### src/rtl/prog_loader.sv
// Boot loader for the risc16f84 core: parses a counted, checksummed byte stream,
// writes 14-bit words into program RAM and releases core reset once the image is verified.
module prog_loader #(
  parameter int unsigned ADDR_W         = 13,
  parameter int unsigned MAX_WORDS      = 1024,
  parameter int unsigned RELEASE_CYCLES = 16
) (
  input  logic              clk,
  input  logic              reset,
  input  logic              rx_valid,
  input  logic [7:0]        rx_data,
  output logic              rx_ready,
  input  logic              restart,
  output logic              pram_we,
  output logic [ADDR_W-1:0] pram_addr,
  output logic [13:0]       pram_wdata,
  output logic              core_reset,
  output logic              load_done,
  output logic              load_err
);

  localparam int unsigned RelW = (RELEASE_CYCLES > 1) ? $clog2(RELEASE_CYCLES) : 1;

  typedef enum logic [2:0] {
    StCntHi, StCntLo, StDataHi, StDataLo, StChk, StRelease, StRun, StError
  } state_e;

  state_e            state_q, state_d;
  logic [7:0]        sum_q, sum_d;
  logic [15:0]       cnt_q, cnt_d;
  logic [15:0]       idx_q, idx_d;
  logic [5:0]        hi_q, hi_d;
  logic [RelW-1:0]   rel_q, rel_d;
  logic              we_d;
  logic [ADDR_W-1:0] addr_d;
  logic [13:0]       wdata_d;
  logic              rx_ready_d, core_reset_d, load_done_d, load_err_d;
  logic              accept;
  logic [15:0]       n_word;

  assign accept = rx_valid & rx_ready;
  assign n_word = {cnt_q[15:8], rx_data};

  always_comb begin
    state_d = state_q;
    sum_d   = sum_q;
    cnt_d   = cnt_q;
    idx_d   = idx_q;
    hi_d    = hi_q;
    rel_d   = '0;
    we_d    = 1'b0;
    addr_d  = pram_addr;
    wdata_d = pram_wdata;

    if (accept) sum_d = sum_q + rx_data;

    case (state_q)
      StCntHi: begin
        if (accept) begin
          cnt_d[15:8] = rx_data;
          state_d     = StCntLo;
        end
      end
      StCntLo: begin
        if (accept) begin
          cnt_d[7:0] = rx_data;
          if (n_word > 16'(MAX_WORDS)) state_d = StError;
          else if (n_word == 16'd0)    state_d = StChk;
          else                         state_d = StDataHi;
        end
      end
      StDataHi: begin
        if (accept) begin
          if (rx_data[7:6] != 2'b00) begin
            state_d = StError;
          end else begin
            hi_d    = rx_data[5:0];
            state_d = StDataLo;
          end
        end
      end
      StDataLo: begin
        if (accept) begin
          we_d    = 1'b1;
          addr_d  = idx_q[ADDR_W-1:0];
          wdata_d = {hi_q, rx_data};
          idx_d   = idx_q + 16'd1;
          state_d = (idx_q == cnt_q - 16'd1) ? StChk : StDataHi;
        end
      end
      StChk: begin
        if (accept) state_d = (sum_d == 8'd0) ? StRelease : StError;
      end
      StRelease: begin
        // Counter restarts at zero on entry; RUN is entered on the RELEASE_CYCLES-th edge.
        rel_d = rel_q + 1'b1;
        if (rel_q == RelW'(RELEASE_CYCLES - 1)) state_d = StRun;
      end
      StRun, StError: begin
        if (restart) begin
          state_d = StCntHi;
          sum_d   = 8'd0;
          idx_d   = 16'd0;
        end
      end
      default: state_d = StError;
    endcase

    rx_ready_d   = (state_d == StCntHi) || (state_d == StCntLo) || (state_d == StDataHi) ||
                   (state_d == StDataLo) || (state_d == StChk);
    core_reset_d = (state_d != StRun);
    load_done_d  = (state_d == StRun);
    load_err_d   = (state_d == StError);
  end

  always_ff @(posedge clk or negedge reset) begin
    if (!reset) begin
      state_q    <= StCntHi;
      sum_q      <= 8'd0;
      cnt_q      <= 16'd0;
      idx_q      <= 16'd0;
      hi_q       <= 6'd0;
      rel_q      <= '0;
      rx_ready   <= 1'b0;
      pram_we    <= 1'b0;
      pram_addr  <= '0;
      pram_wdata <= 14'd0;
      core_reset <= 1'b1;
      load_done  <= 1'b0;
      load_err   <= 1'b0;
    end else begin
      state_q    <= state_d;
      sum_q      <= sum_d;
      cnt_q      <= cnt_d;
      idx_q      <= idx_d;
      hi_q       <= hi_d;
      rel_q      <= rel_d;
      rx_ready   <= rx_ready_d;
      pram_we    <= we_d;
      pram_addr  <= addr_d;
      pram_wdata <= wdata_d;
      core_reset <= core_reset_d;
      load_done  <= load_done_d;
      load_err   <= load_err_d;
    end
  end

endmodule

### config.mk
export PLATFORM = sky130hd
export DESIGN_NAME = prog_loader
export DESIGN_NICKNAME = d
export VERILOG_FILES = /design/src/rtl/prog_loader.sv
export SDC_FILE = /design/constraint.sdc
export NUM_CORES = 1
export LEC_CHECK = 0
export BUFFER_PORTS_ARGS = -buffer_cell sky130_fd_sc_hd__buf_2
export CORE_MARGIN = 2
export CORE_UTILIZATION = 50
export DETAILED_ROUTE_END_ITERATION = 8
export PLACE_DENSITY_LB_ADDON = 0.3
export SETUP_SLACK_MARGIN = 0.2
export SLEW_MARGIN = 20
export SYNTH_ARGS = -nofsm -noshare
export SYNTH_HDL_FRONTEND = slang
export SYNTH_SLANG_ARGS = --single-unit
### constraint.sdc
create_clock -name clk -period 7.81 [get_ports clk]
set_input_delay 0.781 -clock clk [delete_from_list [all_inputs] [get_ports clk]]
set_output_delay 0.781 -clock clk [all_outputs]
set_load 0.005 [all_outputs]
======== After elaboration in Yosys (flattened, before gate mapping) ========
Cells that the tools add are included.
cells by class
  multiplexer cells ....................... 22
  eq/ne operators ......................... 18
  reduce and logical (&&, ||, !) cells .... 16
  bitwise logic cells ..................... 2
  order comparisons ....................... 1
  $add $sub $neg .......................... 4
operators with widths
  operator               number
  $mux 3                 11
  $mux 16                2
  $pmux 16 s2            1
  $mux 8                 3
  $eq 3x3->1 const B     7
  $pmux 3 s7             1
  $add 16x1->16 const B  1
  $eq 16x16->1           1
  $gt 16x11->1 const B   1
  $logic_not 16->1       1
  $sub 16x1->16 const B  1
  $eq 3x2->1 const B     4
  $add 8x8->8            1
  $logic_not 8->1        1
  $eq 3x1->1 const B     2
  $logic_not 3->1        2
  $reduce_and 2->1       3
  $reduce_and 3->1       2
  $add 4x1->4 const B    1
  $eq 4x4->1 const B     1
  $logic_or 1x1->1       4
  $mux 4                 1
  $ne 2x2->1 const B     2
  $reduce_bool 2->1      2
  other kinds (6)        7
storage, ports and cells
  flip-flop bits (word level) ............. 85
  input port bits ......................... 12
  output and inout bits ................... 32
  logic and storage cells ................. 77

======== Depth between registers and ports, before layout ========
  depth in word-level cells ............... 11
  gate-level depth with buffers ........... 10
  gate-level depth less buffers ........... 10

======== Worst setup path before layout ========
Ideal clock, no wire load.
  path kind ............................... register to register
  start point ............................. reg cnt_q[2]
  end point ............................... reg load_done
  setup time .............................. 135 ps
  slack ................................... 5244 ps
  cell stages (with the launch flop) ...... 8
  clock period less this slack ............ 2566 ps
  arrival time ............................ 2432 ps
  path buffers ............................ 0
  required time ........................... 7675 ps
  cells stage by stage .................... dfrtp_1 -> nor4_4 -> o311ai_1 -> mux2_2 -> or4_1 -> or4_4 -> a31oi_4 -> a21boi_0
on the way
  word-level cells in the longest chain between the ends .. 6
ends and longest elaborated chain
  what                      line  source
  start: declaration        30    logic [15:0] cnt_q, cnt_d;
  start signal: assignment  134   cnt_q <= cnt_d;
  $sub 16x1->16             88    state_d = (idx_q == cnt_q - 16'd1) ? StChk : StDataHi;
  $eq 16x16->1              88
  $mux 3                    88
  $mux 3                    83    if (accept) begin
  $pmux 3 s7                57    case (state_q)
  $eq 3x3->1                112   load_done_d = (state_d == StRun);
  via load_done_d           37    logic rx_ready_d, core_reset_d, load_done_d, load_err_d;
  end signal: assignment    143   load_done <= load_done_d;
  end: declaration          18    output logic load_done,
The timed path passes the listed nets, and every way through them passes these cells.
A chain may end at the register's enable or synchronous reset.

======== Worst setup path in the final report ========
  start point ............................. reg cnt_q[6]
  end point ............................... reg core_reset
on the way
  word-level cells in the longest chain between the ends .. 6
ends and longest elaborated chain
  what                    line  source
  $sub 16x1->16           88
  $eq 16x16->1            88
  $mux 3                  88
  $mux 3                  83
  $pmux 3 s7              57
  $ne 3x3->1              111   core_reset_d = (state_d != StRun);
  via core_reset_d        37
  end signal: assignment  142   core_reset <= core_reset_d;
  end: declaration        17    output logic core_reset,
The timed path passes the listed nets, and every way through them passes these cells.

==> summary.txt <==
status - finished clean
Synth top cells by count - nand2_1, dfrtp_1, nor2_1
Avg Cell Area, Syn - 9.38 um2
Worst Path Arrival - 3.30 ns
area leader, netlist - dfrtp_1
Initial Utilization - 0.514
CP cell instances - nor4_1 -> nand4_1 -> xnor2_1 -> or4_1 -> nor4_1 -> o21a_1 -> a21bo_1
Synth top area share - 0.469
antenna cells - 0
initial antenna violation count - 0
Yosys cell types - 57
# port buffers - 43
Worst Setup Start Kind - flop
Core Area - 8720 um2
DR DRC count - 0
CP max-delay cell - nor4_1
critical path class - reg -> reg
Post-CTS Setup Inserts - 0
Top-Level Pins - 44
Worst slew margin - 0.352
cell mode on critical path - nor4_1
maxcap violations - 0
max frequency - 334 MHz
synthesis-to-layout area growth - 11.0%
post-route minimum period - 2.99 ns
final hold vios - 0
clk slew on worst S/H paths - 0.10 ns
H-tree depth - 3
WL/cell - 15.1 um
pin count of the biggest net entering global routing - 86
Final Max Tran Viols - 0
Routed WL - 9410 um
hold buffer count at CTS - 0
DP Wirelength - 6670 um
grt total ovfl - 0
Die H - 98.7 um
Yosys Warn Count - 0
Hold Crit Class - in -> async
unrepaired setup endpoints after global routing - no
layout cells sized above 1 - 0.174
Skew-Pair Late Insertion Delay - 0.37 ns
CTS Buf Count - 9
Slew @ Worst Pin - 0.972 ns
Peak supply drop - 0.000170 V
vias in the first global route - 3410
Routability Congestion - 0.893
setup TNS - 0 ns
via count - 3492
first-pass GRT wire length - 16400 um
initial drt markers - 227
TritonCTS clock tree - yes
PwrDens - 343 nW/um2
Die W - 98.7 um
DP Area - 4770 um2
post-route cell area - 4980 um2
Crit. End Element - flop
net count after synthesis - 501
most frequent cell after synthesis - nand2_1
fill cell count - 744
clk buf depth - 2
ys async rst share - 1.00
Pre-Repair DR Iteration Count - 4
Post-Syn Instances - 478
EDFF count, synth - 0
Setup violations, final - 0
mapped cell area - 4480 um2
top_reg_cell synth - dfrtp_1
WP data required - 8.11 ns
clock root cell - clkbuf_8
post-DR vias/cell - 5.60
maximum fanout along the worst path - 7
slowest stage delay, CP - 0.72 ns
ranking of synthesized cells by area - dfrtp_1, nand2_1, mux2_2, xor2_1, xnor2_1
final net count - 534
Clock Skew - 0.0164 ns
leakage power - 2.41 nW
Tot GR Track Use - 0.211
post-synthesis sequential element count - 85
Clock Sinks - 85
crit share post-route - 0.383
Row Count - 34
post-cts sizing count - 0
Post-DRT Antenna Nets - 0
die area - 9740 um2
sequential share of the synthesized area - 0.475
## layout make-up
class | instances | area [um2] | share of cell area
repair buffers | 45 | 236 | 0.0475
clock inverters | 7 | 86.3 | 0.0173
well taps | 108 | 135 | 0.0271
flip-flops and latches | 85 | 2130 | 0.427
multi-input cells | 358 | 2220 | 0.447
clock buffers | 9 | 124 | 0.0249
inverters | 12 | 45.0 | 0.00905
## metal layers
| metal | routed length, um | vias up | global-route usage |
|---|---|---|---|
| met2 | 4330 | 72 | 0.328 |
| met3 | 320 | 20 | 0.0376 |
| met5 | 0 | - | 0 |
| met1 | 4520 | 1699 | 0.294 |
| met4 | 242 | 0 | 0.0917 |
| li1 | - | 1701 | - |
## cell usage in the layout (no fill, tap or decap), types with 3 or more instances in the layout
cell / synthesis / final
nand2_1: 110 / 110
dfrtp_1: 84 / 84
buf_2: 0 / 42
nor2_1: 36 / 36
xor2_1: 20 / 20
mux2_2: 20 / 20
xnor2_1: 17 / 17
a21oi_1: 17 / 17
o21ai_0: 16 / 16
inv_1: 12 / 12
nand4_1: 11 / 11
nand3_1: 10 / 10
ha_1: 10 / 10
clkbuf_8: 0 / 9
nor3_1: 7 / 7
nor2b_1: 6 / 6
a31oi_1: 6 / 6
mux2i_1: 6 / 6
nor4_1: 5 / 5
or3_1: 4 / 4
o211ai_1: 4 / 4
and2_1: 3 / 3
or4_1: 3 / 3
nand4b_1: 3 / 3
nand2b_1: 3 / 3
a21o_1: 3 / 3
inv_6: 0 / 3
## where the power goes
group | switching (W) | total [W] | internal [W]
sequential | 0.000146 | 0.000723 | 0.000577
clock | 0.000178 | 0.000334 | 0.000156
combinational | 0.000345 | 0.000649 | 0.000304
## through the flow
stage	instances	util	hold slack, ns	setup WS (ns)	power [W]
after floorplan	478	-	0.432	5.24	0.00120
after global routing	624	0.571	0.485	4.64	0.00185
after detailed placement	608	0.546	0.457	4.63	0.00138
after CTS	624	0.571	0.469	4.83	0.00171
final	624	0.571	0.439	4.82	0.00171
after global placement	608	0.546	0.452	4.67	0.00135
## cells by family (layout without fill, tap and decap cells)
group	after synthesis	after routing	share of synthesized area
AND/OR/NAND/NOR	216	216	0.227
flip-flops	85	85	0.475
AO/OA/AOI/OAI	67	67	0.0985
XOR/XNOR	37	37	0.0723
buffers and inverters	35	73	0.0293
multiplexers	26	26	0.0636
adder cells (fa/ha/maj)	12	12	0.0346
## final timing paths
check / start / to / slack [ns] / cells after the start
min: reset / pram_addr[6]$_DFFE_PN0P_ / 0.44 / 1
max: cnt_q[6]$_DFFE_PN0P_ / core_reset$_DFF_PN1_ / 4.82 / 7
max reg2reg: cnt_q[6]$_DFFE_PN0P_ / core_reset$_DFF_PN1_ / 4.82 / 7
min in group clk: rel_q[0]$_DFF_PN0_ / rel_q[0]$_DFF_PN0_ / 0.47 / 1
max in group asynchronous: reset / sum_q[2]$_DFF_PN0_ / 6.83 / 1
min reg2reg: rel_q[0]$_DFF_PN0_ / rel_q[0]$_DFF_PN0_ / 0.47 / 1
## registers in the layout (all words and copies together), names as in the netlist
register and flops:
idx_q 16, hi_q 6, sum_q 8, core_reset 1
cnt_q 16, pram_we 1, load_done 1, load_err 1
state_q 3, rel_q 4, pram_wdata 14, rx_ready 1
pram_addr 13
## critical path: cells and delay by family (launching register included)
family,cells,cell delay (ns)
flip-flops,1,0.46
XOR/XNOR,1,0.16
AND/OR/NAND/NOR,4,1.91
AO/OA/AOI/OAI,2,0.40
No activity file was read; power rests on OpenSTA's default activity.
